File: config.mk
export PLATFORM = sky130hd
export DESIGN_NAME = fir_serial_mac
export DESIGN_NICKNAME = d
export VERILOG_FILES = /design/src/rtl/fir_serial_mac_pkg.sv /design/src/rtl/fir_delay_line.sv /design/src/rtl/fir_serial_mac.sv
export SDC_FILE = /design/constraint.sdc
export NUM_CORES = 1
export LEC_CHECK = 0
export BUFFER_PORTS_ARGS = -buffer_cell sky130_fd_sc_hd__clkbuf_2
export CORE_AREA = 3 3 114 116
export CTS_BUF_LIST = sky130_fd_sc_hd__clkbuf_16
export DETAILED_ROUTE_END_ITERATION = 7
export DIE_AREA = 0 0 117 119
export PLACE_DENSITY = 0.75
export SYNTH_ARGS = -nofsm -noshare
export SYNTH_HDL_FRONTEND = slang
export SYNTH_HIERARCHICAL = 1
export SYNTH_SLANG_ARGS = --single-unit
export TNS_END_PERCENT = 10
File: constraint.sdc
create_clock -name CLK_100MHz -period 6.8 [get_ports CLK_100MHz]
set_input_delay 1.36 -clock CLK_100MHz [delete_from_list [all_inputs] [get_ports CLK_100MHz]]
set_output_delay 1.36 -clock CLK_100MHz [all_outputs]
set_load 0.01 [all_outputs]
File: src/rtl/fir_serial_mac_pkg.sv
// Shared definitions for the time-multiplexed FIR MAC controller:
// FSM encoding, width derivations and a sign-extension helper.
package fir_serial_mac_pkg;

  localparam int DEF_DATA_WIDTH = 6;
  localparam int DEF_NUM_TAPS   = 8;

  // Widest value the sign-extension helper can handle.
  localparam int SEXT_MAX_W = 64;

  // FSM encoding; kept as plain constants so older tools can read them.
  localparam int         STATE_W = 2;
  localparam logic [1:0] ST_IDLE = 2'd0;
  localparam logic [1:0] ST_MAC  = 2'd1;
  localparam logic [1:0] ST_DONE = 2'd2;

  // Width of the tap counter / coefficient address.
  function automatic int tap_cnt_width_f(input int num_taps);
    return $clog2(num_taps);
  endfunction

  // Accumulator width: full product plus log2(taps) guard bits.
  function automatic int acc_width_f(input int data_w, input int num_taps);
    return (2 * data_w) + $clog2(num_taps);
  endfunction

  // Treat the low src_w bits of value as signed and extend to SEXT_MAX_W.
  function automatic logic signed [SEXT_MAX_W-1:0] sext_f(
    input logic [SEXT_MAX_W-1:0] value,
    input int                    src_w
  );
    logic signed [SEXT_MAX_W-1:0] v_s;
    v_s = $signed(value << (SEXT_MAX_W - src_w));
    return v_s >>> (SEXT_MAX_W - src_w);
  endfunction

endpackage

File: src/rtl/fir_delay_line.sv
// FIR sample delay line: x[0] is the newest sample, the line shifts by one
// position on every accepted sample, and any tap can be read by index.
module fir_delay_line
  import fir_serial_mac_pkg::*;
#(
  parameter int DATA_WIDTH = DEF_DATA_WIDTH,
  parameter int DEPTH      = DEF_NUM_TAPS
) (
  input  logic                           i_clk,
  input  logic                           i_rst_n,
  input  logic                           i_shift,
  input  logic signed [DATA_WIDTH-1:0]   i_din,
  input  logic        [$clog2(DEPTH)-1:0] i_rd_idx,
  output logic signed [DATA_WIDTH-1:0]   o_rd_data
);

  logic signed [DATA_WIDTH-1:0] r_tap [DEPTH];

  // Shift a new sample in at x[0]; everything cleared on reset.
  always_ff @(posedge i_clk or negedge i_rst_n) begin
    if (!i_rst_n) begin
      for (int i = 0; i < DEPTH; i++) begin
        r_tap[i] <= {DATA_WIDTH{1'b0}};
      end
    end else if (i_shift) begin
      r_tap[0] <= i_din;
      for (int i = 1; i < DEPTH; i++) begin
        r_tap[i] <= r_tap[i-1];
      end
    end
  end

  assign o_rd_data = r_tap[i_rd_idx];

endmodule

File: src/rtl/fir_serial_mac.sv
// Serial FIR controller: walks the taps one per cycle, drives the external
// signed multiplier with registered operands and accumulates its product.
module fir_serial_mac
  import fir_serial_mac_pkg::*;
#(
  parameter int DATA_WIDTH = DEF_DATA_WIDTH,
  parameter int NUM_TAPS   = DEF_NUM_TAPS,
  parameter int ACC_WIDTH  = acc_width_f(DATA_WIDTH, NUM_TAPS)
) (
  input  logic                            CLK_100MHz,
  input  logic                            nRST,
  input  logic signed [DATA_WIDTH-1:0]    DIN,
  input  logic                            DIN_VALID,
  output logic                            DIN_READY,
  input  logic                            COEFF_WE,
  input  logic        [$clog2(NUM_TAPS)-1:0] COEFF_ADDR,
  input  logic signed [DATA_WIDTH-1:0]    COEFF_DATA,
  output logic signed [DATA_WIDTH-1:0]    MULT_A,
  output logic signed [DATA_WIDTH-1:0]    MULT_B,
  input  logic signed [2*DATA_WIDTH-1:0]  MULT_Q,
  output logic signed [ACC_WIDTH-1:0]     DOUT,
  output logic                            DOUT_VALID
);

  localparam int               TAP_W  = tap_cnt_width_f(NUM_TAPS);
  localparam logic [TAP_W-1:0] K_LAST = TAP_W'(NUM_TAPS - 1);
  localparam int               PROD_W = 2 * DATA_WIDTH;

  // Registered state and outputs
  logic [STATE_W-1:0]           r_state;
  logic [TAP_W-1:0]             r_k;
  logic signed [ACC_WIDTH-1:0]  r_acc;
  logic signed [DATA_WIDTH-1:0] r_coeff [NUM_TAPS];
  logic signed [DATA_WIDTH-1:0] r_mult_a;
  logic signed [DATA_WIDTH-1:0] r_mult_b;
  logic signed [ACC_WIDTH-1:0]  r_dout;
  logic                         r_dout_valid;
  logic                         r_din_ready;

  // Combinational helpers
  logic [STATE_W-1:0]           w_state_nxt;
  logic                         w_accept;
  logic                         w_coeff_wr;
  logic                         w_last_tap;
  logic [TAP_W-1:0]             w_k_nxt;
  logic signed [DATA_WIDTH-1:0] w_dl_rd;
  logic signed [DATA_WIDTH-1:0] w_coeff0_eff;
  logic signed [DATA_WIDTH-1:0] w_mult_a_nxt;
  logic signed [DATA_WIDTH-1:0] w_mult_b_nxt;
  logic signed [ACC_WIDTH-1:0]  w_q_ext;

  // A sample is only taken while idle and advertising ready, which also
  // keeps the very first cycle after reset release from accepting.
  assign w_accept   = (r_state == ST_IDLE) && r_din_ready && DIN_VALID;
  // Coefficients are frozen for the whole computation.
  assign w_coeff_wr = (r_state == ST_IDLE) && COEFF_WE;
  assign w_last_tap = (r_k == K_LAST);
  assign w_k_nxt    = r_k + {{(TAP_W-1){1'b0}}, 1'b1};

  // A same-cycle write to c[0] must already be seen by the first tap.
  assign w_coeff0_eff = (w_coeff_wr && (COEFF_ADDR == {TAP_W{1'b0}}))
                        ? COEFF_DATA : r_coeff[0];

  assign w_q_ext = ACC_WIDTH'(sext_f({{(SEXT_MAX_W-PROD_W){1'b0}}, MULT_Q}, PROD_W));

  // Delay line is read one tap ahead so the operand register is ready
  // exactly when the counter reaches that tap.
  fir_delay_line #(
    .DATA_WIDTH (DATA_WIDTH),
    .DEPTH      (NUM_TAPS)
  ) u_delay_line (
    .i_clk     (CLK_100MHz),
    .i_rst_n   (nRST),
    .i_shift   (w_accept),
    .i_din     (DIN),
    .i_rd_idx  (w_k_nxt),
    .o_rd_data (w_dl_rd)
  );

  // Next-state decode for the IDLE -> MAC -> DONE sequence.
  always_comb begin
    w_state_nxt = r_state;
    case (r_state)
      ST_IDLE: begin
        if (w_accept) begin
          w_state_nxt = ST_MAC;
        end else begin
          w_state_nxt = ST_IDLE;
        end
      end
      ST_MAC: begin
        if (w_last_tap) begin
          w_state_nxt = ST_DONE;
        end else begin
          w_state_nxt = ST_MAC;
        end
      end
      ST_DONE: begin
        w_state_nxt = ST_IDLE;
      end
      default: begin
        w_state_nxt = ST_IDLE;
      end
    endcase
  end

  // Operand selection for the next cycle; zero whenever no tap is in flight.
  always_comb begin
    w_mult_a_nxt = {DATA_WIDTH{1'b0}};
    w_mult_b_nxt = {DATA_WIDTH{1'b0}};
    if (w_accept) begin
      w_mult_a_nxt = DIN;
      w_mult_b_nxt = w_coeff0_eff;
    end else if ((r_state == ST_MAC) && !w_last_tap) begin
      w_mult_a_nxt = w_dl_rd;
      w_mult_b_nxt = r_coeff[w_k_nxt];
    end else begin
      w_mult_a_nxt = {DATA_WIDTH{1'b0}};
      w_mult_b_nxt = {DATA_WIDTH{1'b0}};
    end
  end

  // Coefficient register file, writable only while idle.
  always_ff @(posedge CLK_100MHz or negedge nRST) begin
    if (!nRST) begin
      for (int i = 0; i < NUM_TAPS; i++) begin
        r_coeff[i] <= {DATA_WIDTH{1'b0}};
      end
    end else if (w_coeff_wr) begin
      r_coeff[COEFF_ADDR] <= COEFF_DATA;
    end
  end

  // FSM state, tap counter and ready flag.
  always_ff @(posedge CLK_100MHz or negedge nRST) begin
    if (!nRST) begin
      r_state     <= ST_IDLE;
      r_k         <= {TAP_W{1'b0}};
      r_din_ready <= 1'b0;
    end else begin
      r_state     <= w_state_nxt;
      r_din_ready <= (w_state_nxt == ST_IDLE);
      if (w_accept) begin
        r_k <= {TAP_W{1'b0}};
      end else if (r_state == ST_MAC) begin
        r_k <= w_k_nxt;
      end
    end
  end

  // Accumulate the multiplier product of the operands presented this cycle.
  always_ff @(posedge CLK_100MHz or negedge nRST) begin
    if (!nRST) begin
      r_acc <= {ACC_WIDTH{1'b0}};
    end else if (w_accept) begin
      r_acc <= {ACC_WIDTH{1'b0}};
    end else if (r_state == ST_MAC) begin
      r_acc <= r_acc + w_q_ext;
    end
  end

  // Registered multiplier operands.
  always_ff @(posedge CLK_100MHz or negedge nRST) begin
    if (!nRST) begin
      r_mult_a <= {DATA_WIDTH{1'b0}};
      r_mult_b <= {DATA_WIDTH{1'b0}};
    end else begin
      r_mult_a <= w_mult_a_nxt;
      r_mult_b <= w_mult_b_nxt;
    end
  end

  // Result register: loaded in DONE and held until the next result.
  always_ff @(posedge CLK_100MHz or negedge nRST) begin
    if (!nRST) begin
      r_dout       <= {ACC_WIDTH{1'b0}};
      r_dout_valid <= 1'b0;
    end else begin
      r_dout_valid <= (r_state == ST_DONE);
      if (r_state == ST_DONE) begin
        r_dout <= r_acc;
      end
    end
  end

  assign DIN_READY  = r_din_ready;
  assign MULT_A     = r_mult_a;
  assign MULT_B     = r_mult_b;
  assign DOUT       = r_dout;
  assign DOUT_VALID = r_dout_valid;

endmodule

After elaboration in Yosys (flattened, before gate mapping)
Index checks and enable logic that the tools add are counted. Widths: inputs -> output; s select.

Register bits: 145. Latch bits: 0. Memory bits (writable): 0. Memory bits (read-only): 0. Word-level logic and storage cells: 66. Memories kept: 0.

$add $sub $neg: 2. Multipliers: 0. Divide/modulo/power cells: 0. Order comparisons: 3. Equality and inequality tests: 3. Shift operators: 0. Muxes and demuxes: 21. Bitwise logic cells: 2. Reduce and logical (&&, ||, !) cells: 11.

Operator list (count): $mux 6 (10); $bwmux 48 (1); $bmux 6 s3 (2); $mux 15 (2); $demux 6 s3 (1); $add 15x12->15 (1); $ge 4x4->1 const B (2); $not 3->4 (2); $logic_and 1x1->1 (6); $mux 3 (2); $logic_not 2->1 (2); $lt 4x1->1 const B (1); $pmux 2 s2 (1); $add 3x1->3 const B (1); $eq 3x3->1 const B (1); $logic_not 3->1 (1); $eq 2x1->1 const B (1); $eq 2x2->1 const B (1); $mux 2 (1); $reduce_bool 2->1 (1); $logic_not 1->1 (1); $mux 1 (1).

Depth between registers and ports, before layout
Depth in word-level cells: 7. Depth in mapped cells: 8.

Cells and area by module
The synthesis kept the hierarchy.

By module, submodules not included: fir_serial_mac (times used 1, cells an instance 361, area each 4636.9 µm², seq. area each 2427.3 µm²); fir_delay_line (times used 1, cells an instance 122, area each 2165.8 µm², seq. area each 1201.2 µm²).

Worst setup path after synthesis
OpenSTA, ideal clock, no wires.

Kind: input port to flip-flop. Start: input MULT_Q[0]. End: register r_acc[14]. Library setup time: 0.087 ns. Arrival time: 3.193 ns. Data required time: 6.713 ns. Slack: 3.520 ns. Stages on the path: 8. Path buffers: 0. Path through: ha_1 > fa_1 > a21o_1 > a221oi_2 > nor2_1 > o21ai_1 > or4b_1 > o211ai_1.

Longest elaborated chain between the ends: 3.

Ends and longest elaborated chain: start, declared (RTL line fir_serial_mac.sv:20) `input logic signed [2*DATA_WIDTH-1:0] MULT_Q,`; $add 15x12->15 (RTL line fir_serial_mac.sv:158) `r_acc <= r_acc + w_q_ext;`; $mux 15 (RTL line fir_serial_mac.sv:157) `end else if (r_state == ST_MAC) begin`; $mux 15 (RTL line fir_serial_mac.sv:155) `end else if (w_accept) begin`; end signal, assigned (RTL line fir_serial_mac.sv:154) `r_acc <= {ACC_WIDTH{1'b0}};`; end signal, assigned (RTL line fir_serial_mac.sv:156) `r_acc <= {ACC_WIDTH{1'b0}};`; end signal, assigned (RTL line fir_serial_mac.sv:158); end, declared (RTL line fir_serial_mac.sv:32) `logic signed [ACC_WIDTH-1:0] r_acc;`.

Every way passes these cells. The select of a mux whose other input is x is not followed. A chain may end at the register's enable or synchronous reset.

Worst setup path in the final report
Same ends and word-level chain as after synthesis.

==> summary.txt <==
GRT
  • GRT Total Usage: 0.2003
  • Via count of the first global-routing pass: 4,329
  • Met1 global-route usage: 0.2563
  • Largest net degree at the start of global routing: 83
  • Initial antenna violation count: 0
  • Routing usage on met3: 0.05132
  • Grt met2 use: 0.3215
  • Global route hottest layer: met2
  • Grt ovf: 0
  • Global-route wire length before repair: 21,430 um

Routing
  • Detailed-route DRC error count: 0
  • Post-Route WL: 13,140 um
  • Routed WL per cell: 18.83 um
  • Vias per cell: 5.894
  • Via count: 4,114
  • Initial DRC count: 228
  • Routed Antenna Nets: 0
  • Drt pass-1 iters: 4

Timing
  • Final Hold Vio Count: 0
  • Max-slew violations: 0
  • Tcrit/Tclk final: 0.4654
  • FMAX: 0.3160 GHz
  • RSZ-0062 raised after global routing: no
  • Clk_skew: 0.005528 ns
  • Fin Hold WS: 0.4998 ns
  • Tmin final: 3.165 ns
  • Slew margin rel.: 0.3461
  • Setup_tns: 0 ns
  • Worst slew pin tran: 0.9808 ns
  • # setup viols final: 0

Clock tree
  • Root buffer cell: clkbuf_16
  • CTS tree: done
  • Worst-Skew Late Latency: 0.42 ns
  • Reg clk slew, reported paths: 0.06 ns
  • Post-CTS Hold Fix Bufs: 0
  • Setup Buffers After CTS: 0
  • CTS buffer count: 17
  • Resize count post-CTS: 0
  • H-tree Lvls: 4
  • Sink Count: 145
  • Bufs on Longest Clock Path: 2

Place
  • Port bufs: 59
  • RD Place Congestion: 0.7806
  • DP HPWL: 8508 um
  • DP Cell Count: 666

Floorplanning
  • Starting Density: 0.5664
  • IO Pins: 60
  • Die Ht: 119 um
  • Row count: 40
  • Core ar.: 12,010 um2
  • Chip Width: 117 um
  • DIE AREA: 13,920 um2

Final layout
  • Multi-input gate area: 3044 um2
  • Share of cells above drive strength 1: 0.4065
  • Finished Layout Cells: 698
  • Sequential Area: 3628 um2
  • Area Overhead vs Synth: 14.49%
  • Post-route core utilization: 0.6484
  • Filler cell count: 848
  • # diodes: 0
  • Net count, final: 586

Yosys
  • Yosys reg bits: 145
  • Post-synth ARST share: 1.000
  • Sequential share of the synthesized area: 0.5334
  • Mapped Nets: 531
  • Synth Cell Area: 6803 um2
  • Main flop type after synthesis: dfrtp_1
  • Number of flops mapped to enable cells by yosys: 0
  • Synth unique cells: 45
  • Syn Area/Cell: 14.08 um2
  • Synth warn: 6
  • Cell count after synthesis: 483

Setup path
  • Worst Setup Path Type: in2reg
  • WP data arrival: 3.50 ns
  • Critical path's slowest cell: or4b_1
  • Critical Path RT: 7.13 ns
  • Startpoint types: primary input
  • CP max stage delay: 0.45 ns
  • CP Capture Type: flop
  • R2R depth: 5
  • CP Max Fanout: 3
  • CP Cell Sequence: clkbuf_2, ha_1, fa_1, a21o_1, a221oi_2, nor2_1, o21ai_1, or4b_1, o211ai_1

Power and ir drop
  • Leak: 3.701 nW
  • Worst VDD drop: 0.0002672 V
  • Clk pwr share: 0.238
  • Switching Share: 0.3232
  • Pwr Density: 511.2 nW/um2
  • Power share of the sequential group: 0.376
  • Total chip power: 3.982 mW
  • Design internal power: 2.695 mW
  • Logic pwr share: 0.385
  • NetSw: 1.287 mW

Run
  • Max-cap violations: 0

Hold path
  • Hold Path Class: reg2reg
  • Hold Crit Depth: 1

Outcome
  • Run status: finished clean
placed cells by master (no fill, tap or decap), types with 7 or more instances in the layout:
master       n
mux4_1      12
clkbuf_16   17
mux4_2      12
a21o_1       7
nand2_1     37
mux2_2     117
o21ai_0     17
a21oi_1     10
clkbuf_2    58
nor2_1       7
ha_1        16
dfrtp_1    145
power groups by stage:
stage               clock network, mW  logic, mW  registers, mW
global route                     1.01       1.68           1.55
floorplan                           0       1.22           1.44
finish                          0.949       1.53           1.50
detailed placement                  0       1.53           1.51
global placement                    0       1.49           1.48
CTS                             0.966       1.55           1.50
worst max-delay path, delay by kind of cell:
kind | cells | cell delay (ns)
adders and majority gates | 2 | 0.64
buffers and inverters | 1 | 0.08
AOI/OAI and AO/OA | 4 | 0.84
and+or+nand+nor | 2 | 0.58
area by class of cell:
class | instances | area share
sequential | 145 | 0.4659
multi-input combinational | 309 | 0.3908
clock buffer | 17 | 0.05462
timing repair buffer | 61 | 0.04064
tap | 147 | 0.02361
clock inverter | 15 | 0.02249
inverter | 4 | 0.001928
through the flow:
step                worst slack [ns]  instance area (um2)
finish                         3.635                 7789
global route                   3.544                 7789
CTS                            3.629                 7789
detailed placement             3.222                 7188
global placement               3.285                 7188
floorplan                      3.520                 6803
cell families after synthesis:
kind of cell | after synthesis | synth area share
flops | 145 | 0.5334
fa+ha+maj | 17 | 0.03237
mux | 147 | 0.2886
buf+inv | 29 | 0.01931
compound gates | 64 | 0.06437
xor+xnor | 10 | 0.01287
simple gates | 71 | 0.04911
path summary, 6_finish.rpt:
check	start	to	slack, ns
hold / removal	r_coeff[26]$_DFFE_PN0P_	r_coeff[26]$_DFFE_PN0P_	0.50
hold reg to reg	r_coeff[26]$_DFFE_PN0P_	r_coeff[26]$_DFFE_PN0P_	0.50
setup reg to reg	r_k[0]$_DFFE_PN0P_	MULT_A[3]$_DFF_PN0_	3.73
max in group asynchronous	nRST	u_delay_line/r_tap[15]$_DFFE_PN0P_	4.52
min in group asynchronous	nRST	DOUT_VALID$_DFF_PN0_	0.99
setup / recovery	MULT_Q[0]	r_acc[14]$_DFFE_PN0P_	3.64
cell usage after synthesis, types with 3 or more instances:
master     number  area, um2
a21o_1          7      52.55
a22o_1          6      52.55
nor3_1          3      15.01
o21ai_1         4      20.02
ha_1           16      200.2
and3_1          6      37.54
inv_1           4      15.01
o2bb2ai_1       6      52.55
dfrtp_1       145       3628
mux4_2         12      270.3
a21oi_1        10      50.05
buf_2           6      30.03
nand2b_1        3      18.77
nand2_1        37      138.9
nor2b_1         4      25.02
nor2_1          7      26.28
mux4_1         12      315.3
mux2i_1         6      60.06
mux2_2        117       1318
clkbuf_1       15      56.30
xnor2_1         5      43.79
o21ai_0        17      85.08
xor2_1          5      43.79
state kept, by name, summed over array words and instances (netlist names):
signal              flops
r_coeff                48
u_delay_line/r_tap     48
DOUT                   15
r_acc                  15
MULT_A                  6
MULT_B                  6
r_k                     3
r_state                 2
DIN_READY               1
DOUT_VALID              1
metal layers:
metal / vias up / part of all wire
li1: 1905 / -
met1: 2093 / 0.45
met2: 92 / 0.49
met3: 24 / 0.042
met4: 0 / 0.022
met5: - / 0
Power figures use the tool's default switching activity.
